===== config.mk =====
export PLATFORM = sky130hd
export DESIGN_NAME = memory_bus
export DESIGN_NICKNAME = d
export VERILOG_FILES = /design/src/rtl/memory_bus_pkg.sv /design/src/rtl/memory_bus_io_sync.sv /design/src/rtl/memory_bus.sv
export SDC_FILE = /design/constraint.sdc
export NUM_CORES = 1
export LEC_CHECK = 0
export CORE_UTILIZATION = 45
export CTS_CLUSTER_DIAMETER = 100
export DETAILED_ROUTE_END_ITERATION = 8
export PLACE_DENSITY = 0.87
export SYNTH_ARGS = -nofsm -noshare
export SYNTH_HDL_FRONTEND = slang
export SYNTH_SLANG_ARGS = --single-unit

===== constraint.sdc =====
create_clock -name clk -period 2.2 [get_ports clk]
set_input_delay 0.33 -clock clk [delete_from_list [all_inputs] [get_ports clk]]
set_output_delay 0.33 -clock clk [all_outputs]
set_load 0.02 [all_outputs]

===== src/rtl/memory_bus_pkg.sv =====
// Shared definitions for the 6502 memory bus front-end: address regions,
// IO register offsets and the transaction sequencer states.
package memory_bus_pkg;

    typedef enum logic [1:0] {
        REGION_RAM      = 2'b00,
        REGION_IO       = 2'b01,
        REGION_UNMAPPED = 2'b10,
        REGION_ROM      = 2'b11
    } region_t;

    typedef enum logic [1:0] {
        IDLE         = 2'b00,
        WRITE        = 2'b01,
        READ_ISSUE   = 2'b10,
        READ_CAPTURE = 2'b11
    } state_t;

    localparam logic [3:0] IO_LEDS    = 4'd0;
    localparam logic [3:0] IO_BUTTONS = 4'd1;
    localparam logic [3:0] IO_TICK    = 4'd2;

    // The top two CPU address bits select the region directly.
    function automatic region_t decode_region(input logic [15:0] address);
        return region_t'(address[15:14]);
    endfunction

endpackage


===== src/rtl/memory_bus_io_sync.sv =====
// Two-flop synchronizer that brings asynchronous inputs into the clk domain.
module io_sync #(
    parameter int WIDTH = 4
) (
    input  logic             clk,
    input  logic             reset,
    input  logic [WIDTH-1:0] async_in,
    output logic [WIDTH-1:0] sync_out
);

    logic [WIDTH-1:0] meta;

    always_ff @(posedge clk or negedge reset) begin
        if (!reset) begin
            meta     <= '0;
            sync_out <= '0;
        end else begin
            meta     <= async_in;
            sync_out <= meta;
        end
    end

endmodule


===== src/rtl/memory_bus.sv =====
// Bus front-end for the 6502 core: decodes RAM/IO/ROM, sequences the
// one-cycle registered memory latency and returns data with a ready pulse.
module memory_bus
    import memory_bus_pkg::*;
#(
    parameter int          RAM_ADDR_WIDTH = 6,
    parameter int          ROM_ADDR_WIDTH = 12,
    parameter logic [7:0]  UNMAPPED_VALUE = 8'hff
) (
    input  logic                      clk,
    input  logic                      reset,
    input  logic [15:0]               bus_address,
    input  logic [7:0]                bus_data_in,
    input  logic                      bus_read,
    input  logic                      bus_write,
    output logic [7:0]                bus_data_out,
    output logic                      bus_ready,
    output logic                      bus_busy,
    output logic [RAM_ADDR_WIDTH-1:0] ram_address,
    output logic [7:0]                ram_data_in,
    input  logic [7:0]                ram_data_out,
    output logic                      ram_write_enable,
    output logic [ROM_ADDR_WIDTH-1:0] rom_address,
    input  logic [7:0]                rom_data,
    output logic [7:0]                leds,
    input  logic [3:0]                buttons
);

    state_t      state;
    logic [15:0] addr_q;
    logic [7:0]  data_q;
    logic [7:0]  tick;
    logic [3:0]  buttons_sync;
    region_t     region_q;
    logic [3:0]  offset_q;
    logic [7:0]  io_value;
    logic [7:0]  read_value;
    logic        unused_addr_bits;

    io_sync #(.WIDTH(4)) u_button_sync (
        .clk      (clk),
        .reset    (reset),
        .async_in (buttons),
        .sync_out (buttons_sync)
    );

    // Memory addresses come from the latched transaction address only, so the
    // CPU may change bus_address freely once the strobe has been accepted.
    assign ram_address      = addr_q[RAM_ADDR_WIDTH-1:0];
    assign rom_address      = addr_q[ROM_ADDR_WIDTH-1:0];
    assign ram_data_in      = data_q;
    assign bus_busy         = (state != IDLE);
    assign region_q         = decode_region(addr_q);
    assign offset_q         = addr_q[3:0];
    assign unused_addr_bits = ^addr_q;

    always_comb begin
        io_value = UNMAPPED_VALUE;
        case (offset_q)
            IO_LEDS:    io_value = leds;
            IO_BUTTONS: io_value = {4'b0000, buttons_sync};
            IO_TICK:    io_value = tick;
            default:    io_value = UNMAPPED_VALUE;
        endcase
    end

    always_comb begin
        read_value = UNMAPPED_VALUE;
        case (region_q)
            REGION_RAM:      read_value = ram_data_out;
            REGION_IO:       read_value = io_value;
            REGION_ROM:      read_value = rom_data;
            REGION_UNMAPPED: read_value = UNMAPPED_VALUE;
            default:         read_value = UNMAPPED_VALUE;
        endcase
    end

    always_ff @(posedge clk or negedge reset) begin
        if (!reset) begin
            tick <= 8'h00;
        end else begin
            tick <= tick + 8'h01;
        end
    end

    // Write enable is raised on acceptance so it is high for exactly the WRITE
    // cycle; the RAM captures the write on the edge that leaves WRITE.
    always_ff @(posedge clk or negedge reset) begin
        if (!reset) begin
            state            <= IDLE;
            addr_q           <= 16'h0000;
            data_q           <= 8'h00;
            bus_ready        <= 1'b0;
            bus_data_out     <= 8'h00;
            ram_write_enable <= 1'b0;
            leds             <= 8'h00;
        end else begin
            bus_ready        <= 1'b0;
            ram_write_enable <= 1'b0;
            case (state)
                IDLE: begin
                    if (bus_write) begin
                        addr_q           <= bus_address;
                        data_q           <= bus_data_in;
                        ram_write_enable <= (decode_region(bus_address) == REGION_RAM);
                        state            <= WRITE;
                    end else if (bus_read) begin
                        addr_q <= bus_address;
                        state  <= READ_ISSUE;
                    end
                end
                WRITE: begin
                    if (region_q == REGION_IO && offset_q == IO_LEDS) begin
                        leds <= data_q;
                    end
                    bus_ready <= 1'b1;
                    state     <= IDLE;
                end
                READ_ISSUE: begin
                    state <= READ_CAPTURE;
                end
                READ_CAPTURE: begin
                    bus_data_out <= read_value;
                    bus_ready    <= 1'b1;
                    state        <= IDLE;
                end
                default: begin
                    state <= IDLE;
                end
            endcase
        end
    end

endmodule


# Yosys cells after proc, flatten, opt, wreduce, memory -nomap -nowiden
# Cells that the tools add are included.
# Widths: inputs -> output; s select.
# totals
out_inout_bits,45
latchBits,0
regBits,60
mem_count,0
mem_bits_rw,0
mem_bits_ro,0
# op_classes
n_div,0
bitwise,0
n_mux,10
magnitude_cmp,0
n_mul,0
n_eq_ne,9
n_reduce_logical,11
shift,0
addsub,1
# op_table
operator,count
$mux 16,2
$pmux 8 s4,1
$pmux 8 s3,1
$add 8x1->8 const B,1
$eq 2x2->1 const B,4
$logic_not 2->1,3
$pmux 2 s3,1
$reduce_and 2->1,3
$eq 2x1->1 const B,2
$eq 4x1->1 const B,1
$eq 4x2->1 const B,1
$logic_not 4->1,1
$mux 2,2
$reduce_bool 2->1,2
$mux 1,3
$ne 3x3->1 const B,1
$reduce_or 2->1,1
$logic_and 1x1->1,1

# Longest topological paths before layout
# Gate-level depths: netlist of run 1.
# logic_depth
word_depth,3
depth_mapped,6
depth_no_buf,4

# By module
# Synthesis of run 1 repeated with hierarchy kept, for this count alone.
# hier_totals
hier_cells,198
hier_area_um2,2602.5
# modules_own_cells
module,seq_area_each_um2,cells_each,area_per_inst_um2,instances
memory_bus,1251.2,190,2402.3,1
io_sync,200.2,8,200.2,1

# Worst setup path after synthesis of run 1
# Ideal clock, no wire load.
# synth_timing
path_type,register to register
from,register state[0]
to,register addr_q[0]
setup_time_ps,127
t_arrival_ps,1440
path_slack_ps,632
n_path_buf,3
t_required_ps,2073
path_stages_with_launch,7
period_less_slack_ps,1568
cell_sequence,dfrtp_1 > buf_6 > or2_1 > buf_4 > nor2_8 > buf_8 > mux2_1
# synth_via
elab_chain_len,2
# synth_rtl
element,line,rtl
"start, declared",memory_bus.sv:29,state_t state;
"start signal, assigned",memory_bus.sv:90,state <= IDLE;
"start signal, assigned",memory_bus.sv:106,state <= WRITE;
"start signal, assigned",memory_bus.sv:109,state <= READ_ISSUE;
$logic_not 2->1,memory_bus.sv:100,case (state)
$reduce_and 2->1 (no source line),n/a,
"end signal, assigned",memory_bus.sv:103,addr_q <= bus_address;
"end signal, assigned",memory_bus.sv:108,addr_q <= bus_address;
"end, declared",memory_bus.sv:30,logic [15:0] addr_q;
# Every way passes these cells.
# A chain may end at the register's enable or synchronous reset.

# Final worst setup path of run 1
# layout_timing
from,register state[0]
to,output port bus_busy
# layout_via
elab_chain_len,1
# layout_rtl
element,line,rtl
$reduce_bool 2->1,memory_bus.sv:52,assign bus_busy = (state != IDLE);
"end, declared",memory_bus.sv:18,"output logic bus_busy,"
# Every way passes these cells.

==> flow_metrics.env, run 1 <==
export IMPL_max_cap_violations=0
export IMPL_drt_pass1_iterations=4
export IMPL_cp_start_kind="flip-flop"
export IMPL_drt_total_wl_um=5510
export IMPL_via_count=1789
export IMPL_layout_commonest_cell="clkdlybuf4s50_1"
export IMPL_tritoncts="done"
export IMPL_syn_area_um2=2600
export IMPL_cts_max_level=3
export IMPL_yosysWarningCount=0
export IMPL_synth_net_count=247
export IMPL_die_height_um=78.1
export IMPL_place_gp_congestion=0.767
export IMPL_grt_pass1_vias=1832
export IMPL_worstSkewPairLatency_ns=0.33
export IMPL_full_die_area_um2=6100
export IMPL_finalNonFillerCells=352
export IMPL_power_per_cell_area_nw_per_um2=1390
export IMPL_syn_to_final_growth_pct=39.5
export IMPL_cp_slowest_stage_delay_ns=0.62
export IMPL_crit_slowest_cell="clkdlybuf4s50_1"
export IMPL_drive_gt1_frac=0.157
export IMPL_critical_path_required_ns=1.87
export IMPL_final_core_utilization=0.656
export IMPL_design_final_nets=325
export IMPL_die_x_um=78.1
export IMPL_avgRoutedWirePerCell_um=15.7
export IMPL_clk_path_buf_depth=2
export IMPL_ant_nets=0
export IMPL_rsz0062_at_grt="no"
export IMPL_initial_utilization=0.470
export IMPL_ir_drop_mv=0.787
export IMPL_dpl_instance_area_um2=3420
export IMPL_dp_final_hpwl_um=4010
export IMPL_post_route_fraction_of_the_period_consumed_by_the_critical_path=0.916
export IMPL_avgViaCountPerCell=5.08
export IMPL_path_cells="or2_4 -> clkdlybuf4s50_1"
export IMPL_run_status="completed"
export IMPL_synthesis_instances=198
export IMPL_power_leakage_uw=0.00161
export IMPL_netlist_cell_type_count=34
export IMPL_maxSlewHeadroom=0.654
export IMPL_tritoncts_num_sinks=58
export IMPL_floorplan_core_area_um2=5540
export IMPL_finalHoldViolCount=0
export IMPL_worst_case_clock_skew_ns=0.00859
export IMPL_antenna_cells_inserted=0
export IMPL_hold_class="reg2reg"
export IMPL_detailedRoute_firstIterationViolations=113
export IMPL_grt_antenna_before_repair=0
export IMPL_grt_overflow=0
export IMPL_arrival_time_at_the_worst_endpoint_ns=1.69
export IMPL_max_slew_violations=0
export IMPL_rows=27
export IMPL_grt_start_max_net_pins=33
export IMPL_first_pass_grt_wire_length_um=8830
export IMPL_fin_area_um2=3630
export IMPL_grt_use_total=0.195
export IMPL_criticalPathCategory="reg2out"
export IMPL_tritoncts_num_buffers=9
export IMPL_post_place_cells=336
export IMPL_numPortBuffers=90
export IMPL_syn_area_per_cell_um2=13.2
export IMPL_worst_slew_pin_slew_ns=0.506
export IMPL_cp_end_kind="output port"
export IMPL_num_io_pins=93
export IMPL_number_of_endpoints_failing_setup_at_the_final_stage=0
export IMPL_clock_pin_transition_on_the_worst_setup_and_hold_timing_paths_ns=0.06
export IMPL_drcViolationCount=0
export IMPL_crit_fanout=7
export IMPL_layout_common_cells="89 x clkdlybuf4s50_1, 58 x dfrtp_1, 18 x mux2_2, 14 x nor2_1, 12 x clkbuf_8"
export IMPL_flip_flop_and_latch_count_after_synthesis=58
export IMPL_share_of_synthesized_area_occupied_by_flip_flops_and_latches=0.557
export IMPL_finalWorstPathRequiredPeriod_ns=2.02
export IMPL_cts_root_buffer="clkbuf_8"
export IMPL_setup_total_negative_slack_ns=0
export IMPL_fmax_mhz=496
-- cells in the mapped netlist --
cell type  number  area share
inv_1           2      0.0029
mux2_4          2       0.012
o21a_1          4       0.012
a2111oi_0       4       0.013
or2_1           1      0.0024
buf_8           1      0.0058
a21oi_1         1      0.0019
o21ai_0         4      0.0077
and4_1          1      0.0034
nand3_1         2      0.0038
a2bb2oi_1       8       0.027
dfrtp_1        58        0.56
buf_2           1      0.0019
ha_1            1      0.0048
buf_4          19       0.055
nor2_1         14       0.020
o211a_1         4       0.015
nand4_1         1      0.0024
mux2i_1         4       0.015
and3_1          1      0.0024
nand2_1        10       0.014
mux2_1         10       0.043
nor2_4          1      0.0043
nand4b_4        1      0.0091
nor4b_4         1      0.0091
clkbuf_1        5      0.0072
nand4b_1        1      0.0034
o221ai_1        8       0.027
nor4_1          1      0.0024
mux2_2         18       0.078
xor2_1          2      0.0067
buf_6           2      0.0086
nor2_8          1      0.0077
xnor2_1         4       0.013
-- worst paths after layout --
check / from / to / depth (start not counted) / slack, ns
max in group asynchronous: reset / ram_data_in[6] / 3 / 1.19
hold / removal: u_button_sync.meta[2] / u_button_sync.sync_out[2] / 0 / 0.35
hold reg to reg: u_button_sync.meta[2] / u_button_sync.sync_out[2] / 0 / 0.35
setup / recovery: state[0] / bus_busy / 2 / 0.18
min in group asynchronous: reset / addr_q[1] / 2 / 0.37
setup reg to reg: addr_q[1] / bus_data_out[4] / 3 / 0.44
-- repair_timing --
action	CTS	global route
endpoints found under the setup margin	0	1
hold buffers	1	0
endpoints found under the hold margin	6	0
setup buffers	0	0
gates resized for setup	0	1
-- worst max-delay path: cells and delay by family, from the launching register on --
family                 cells  cell delay, ns
flip-flops                 1            0.50
AND/OR/NAND/NOR            1            0.24
buffers and inverters      1            0.62
-- kinds of logic (layout without fill, tap and decap cells) --
family                   count (synthesis)  in the layout  share of synthesized area
buffers and inverters                   30            112                     0.0812
AND/OR/NAND/NOR                         36             36                     0.0850
adder cells (fa/ha/maj)                  1              1                    0.00480
flip-flops                              58             58                      0.557
XOR/XNOR                                 6              6                     0.0202
multiplexers                            34             34                      0.148
AO/OA/AOI/OAI                           33             33                      0.104
-- metrics by stage --
step	total power, uW	setup slack (ns)	hold slack (ns)
6_report	5030	0.184	0.350
4_1_cts	5070	0.00972	0.352
2_1_floorplan	3260	0.632	0.0344
3_3_place_gp	3990	0.394	0.186
3_5_place_dp	4050	0.383	0.187
5_1_grt	5290	0.109	0.365
-- layer usage --
metal  GRT usage  vias to the layer above  part of all wire
li1            -                      854                 -
met5           0                        -                 0
met2       0.292                       75              0.46
met3      0.0721                       11             0.066
met4      0.0778                        0             0.014
met1       0.255                      849              0.46
-- registers in the layout, summed over array words and instances (netlist names) --
register	flops
ram_write_enable	1
bus_data_out	8
ram_data_in	8
tick	8
leds	8
u_button_sync.sync_out	4
u_button_sync.meta	4
addr_q	14
state	2
bus_ready	1
-- where the power goes --
group	internal, uW	leakage, uW	switching [uW]	total, uW
Clock	608	0.000106	388	996
Sequential	1420	0.000701	369	1790
Combinational	1190	0.000801	1060	2250
-- area by class of cell --
type	count	area (um^2)
Multi-Input combinational cell	110	945
Fill cell	421	1910
Clock buffer	13	169
Tap cell	72	90.1
Sequential cell	58	1450
Timing Repair Buffer	95	936
Clock inverter	2	35.0
Inverter	2	7.51
Note: power is estimated with default switching activity, not from simulation.
==> inputs of run 2 (changes only) <==
CORE_MARGIN = 2   (was default)
SLEW_MARGIN = 20   (was default)
==> flow_metrics.env, run 2 (synthesized netlist as in run 1, its figures left out) <==
export IMPL_run_status="completed"
export IMPL_maxSlewHeadroom=0.549
export IMPL_die_x_um=80.1
export IMPL_tritoncts_num_buffers=9
export IMPL_dpl_instance_area_um2=3430
export IMPL_max_slew_violations=0
export IMPL_finalHoldViolCount=0
export IMPL_detailedRoute_firstIterationViolations=144
export IMPL_layout_commonest_cell="clkdlybuf4s50_1"
export IMPL_initial_utilization=0.470
export IMPL_rows=27
export IMPL_r2r_start="addr_q[1]"
export IMPL_clk_path_buf_depth=2
export IMPL_design_final_nets=324
export IMPL_fmax_mhz=500
export IMPL_drive_gt1_frac=0.148
export IMPL_floorplan_core_area_um2=5540
export IMPL_finalNonFillerCells=349
export IMPL_cts_root_buffer="clkbuf_8"
export IMPL_cts_max_level=3
export IMPL_drcViolationCount=0
export IMPL_hold_class="in2async"
export IMPL_worst_setup_timing_slack_at_the_placement_stage_ns=0.390
export IMPL_num_io_pins=93
export IMPL_post_place_cells=336
export IMPL_layout_common_cells="89 x clkdlybuf4s50_1, 58 x dfrtp_1, 18 x mux2_2, 14 x nor2_1, 11 x clkbuf_8"
export IMPL_grt_pass1_vias=1779
export IMPL_cp_end_kind="output port"
export IMPL_largest_register_ffs=14
export IMPL_power_per_cell_area_nw_per_um2=1350
export IMPL_tritoncts="done"
export IMPL_first_pass_grt_wire_length_um=8600
export IMPL_grt_overflow=0
export IMPL_die_height_um=80.1
export IMPL_antenna_cells_inserted=0
export IMPL_worst_slew_pin_slew_ns=0.677
export IMPL_crit_fanout=7
export IMPL_ant_nets=0
export IMPL_tritoncts_num_sinks=58
export IMPL_arrival_time_at_the_worst_endpoint_ns=1.67
export IMPL_dp_final_hpwl_um=4020
export IMPL_worst_setup_path_startpoint="state[0]"
export IMPL_top_register="addr_q"
export IMPL_avgViaCountPerCell=5.12
export IMPL_ir_drop_mv=1.01
export IMPL_syn_to_final_growth_pct=37.8
export IMPL_fillerInstances=411
export IMPL_number_of_endpoints_failing_setup_at_the_final_stage=0
export IMPL_critical_path_required_ns=1.87
export IMPL_full_die_area_um2=6410
export IMPL_via_count=1786
export IMPL_power_leakage_uw=0.00158
export IMPL_clock_pin_transition_on_the_worst_setup_and_hold_timing_paths_ns=0.06
export IMPL_drt_pass1_iterations=4
export IMPL_grt_start_max_net_pins=31
export IMPL_setup_total_negative_slack_ns=0
export IMPL_cp_start_kind="flip-flop"
export IMPL_criticalPathCategory="reg2out"
export IMPL_grt_antenna_before_repair=0
export IMPL_post_route_fraction_of_the_period_consumed_by_the_critical_path=0.910
export IMPL_max_cap_violations=0
export IMPL_finalWorstPathRequiredPeriod_ns=2.00
export IMPL_numPortBuffers=90
export IMPL_worstSkewPairLatency_ns=0.32
export IMPL_worst_case_clock_skew_ns=0.00734
export IMPL_grt_use_total=0.183
export IMPL_fin_area_um2=3590
export IMPL_drt_total_wl_um=5450
export IMPL_avgRoutedWirePerCell_um=15.6
export IMPL_place_gp_congestion=0.738
export IMPL_fin_ws_ns=0.199
export IMPL_rsz0062_at_grt="no"
run 2: what timing repair did:
item | in CTS | in global routing
endpoints found under the setup margin | 0 | 1
hold buffers | 0 | 0
setup buffers | 0 | 0
hold endpoints to repair | 0 | 0
resized for setup | 0 | 1
run 2: metrics by stage:
step | utilization | hold slack [ns] | power (uW)
final | 0.648 | 0.0450 | 4840
after global placement | 0.619 | 0.332 | 4000
after CTS | 0.648 | 0.0537 | 4890
after global routing | 0.648 | 0.0889 | 5120
after floorplan | - | 0.0344 | 3260
after detailed placement | 0.619 | 0.336 | 4060
run 2: final timing paths:
kind | to | slack (ns) | cells after the start
worst max-delay path | bus_busy | 0.20 | 2
min in group clk | u_button_sync.sync_out[0] | 0.35 | 0
worst min-delay path | bus_data_out[2] | 0.04 | 1
max in group asynchronous | addr_q[6] | 1.59 | 2
worst min register to register | u_button_sync.sync_out[0] | 0.35 | 0
worst max register to register | bus_data_out[5] | 0.48 | 3
run 2: critical path, stage by stage, from the launching register on:
cell and delay [ns]:
dfrtp_1 0.49, or2_4 0.24, clkdlybuf4s50_1 0.62
run 2: final cells by class:
type,count,area (um^2),area share
sequential,58,1450,0.404
multi-input combinational,110,945,0.263
timing repair buffer,94,938,0.261
clock buffer,13,159,0.0443
tap,72,90.1,0.0251
inverter,2,7.51,0.00209
run 2: metal layers:
layer  up-vias  part of all wire  track usage  routed length (um)
met3         4             0.073       0.0539                 397
met4         0             0.010       0.0864                  57
met2        66              0.49        0.285                2680
met5         -                 0            0                   0
li1        852                 -            -                   -
met1       864              0.42        0.234                2320
run 2: power by group:
part,switching (uW),internal [uW],leakage [uW]
combinational,1060,1190,0.000801
sequential,357,1420,0.000701
clock,354,452,0.0000815
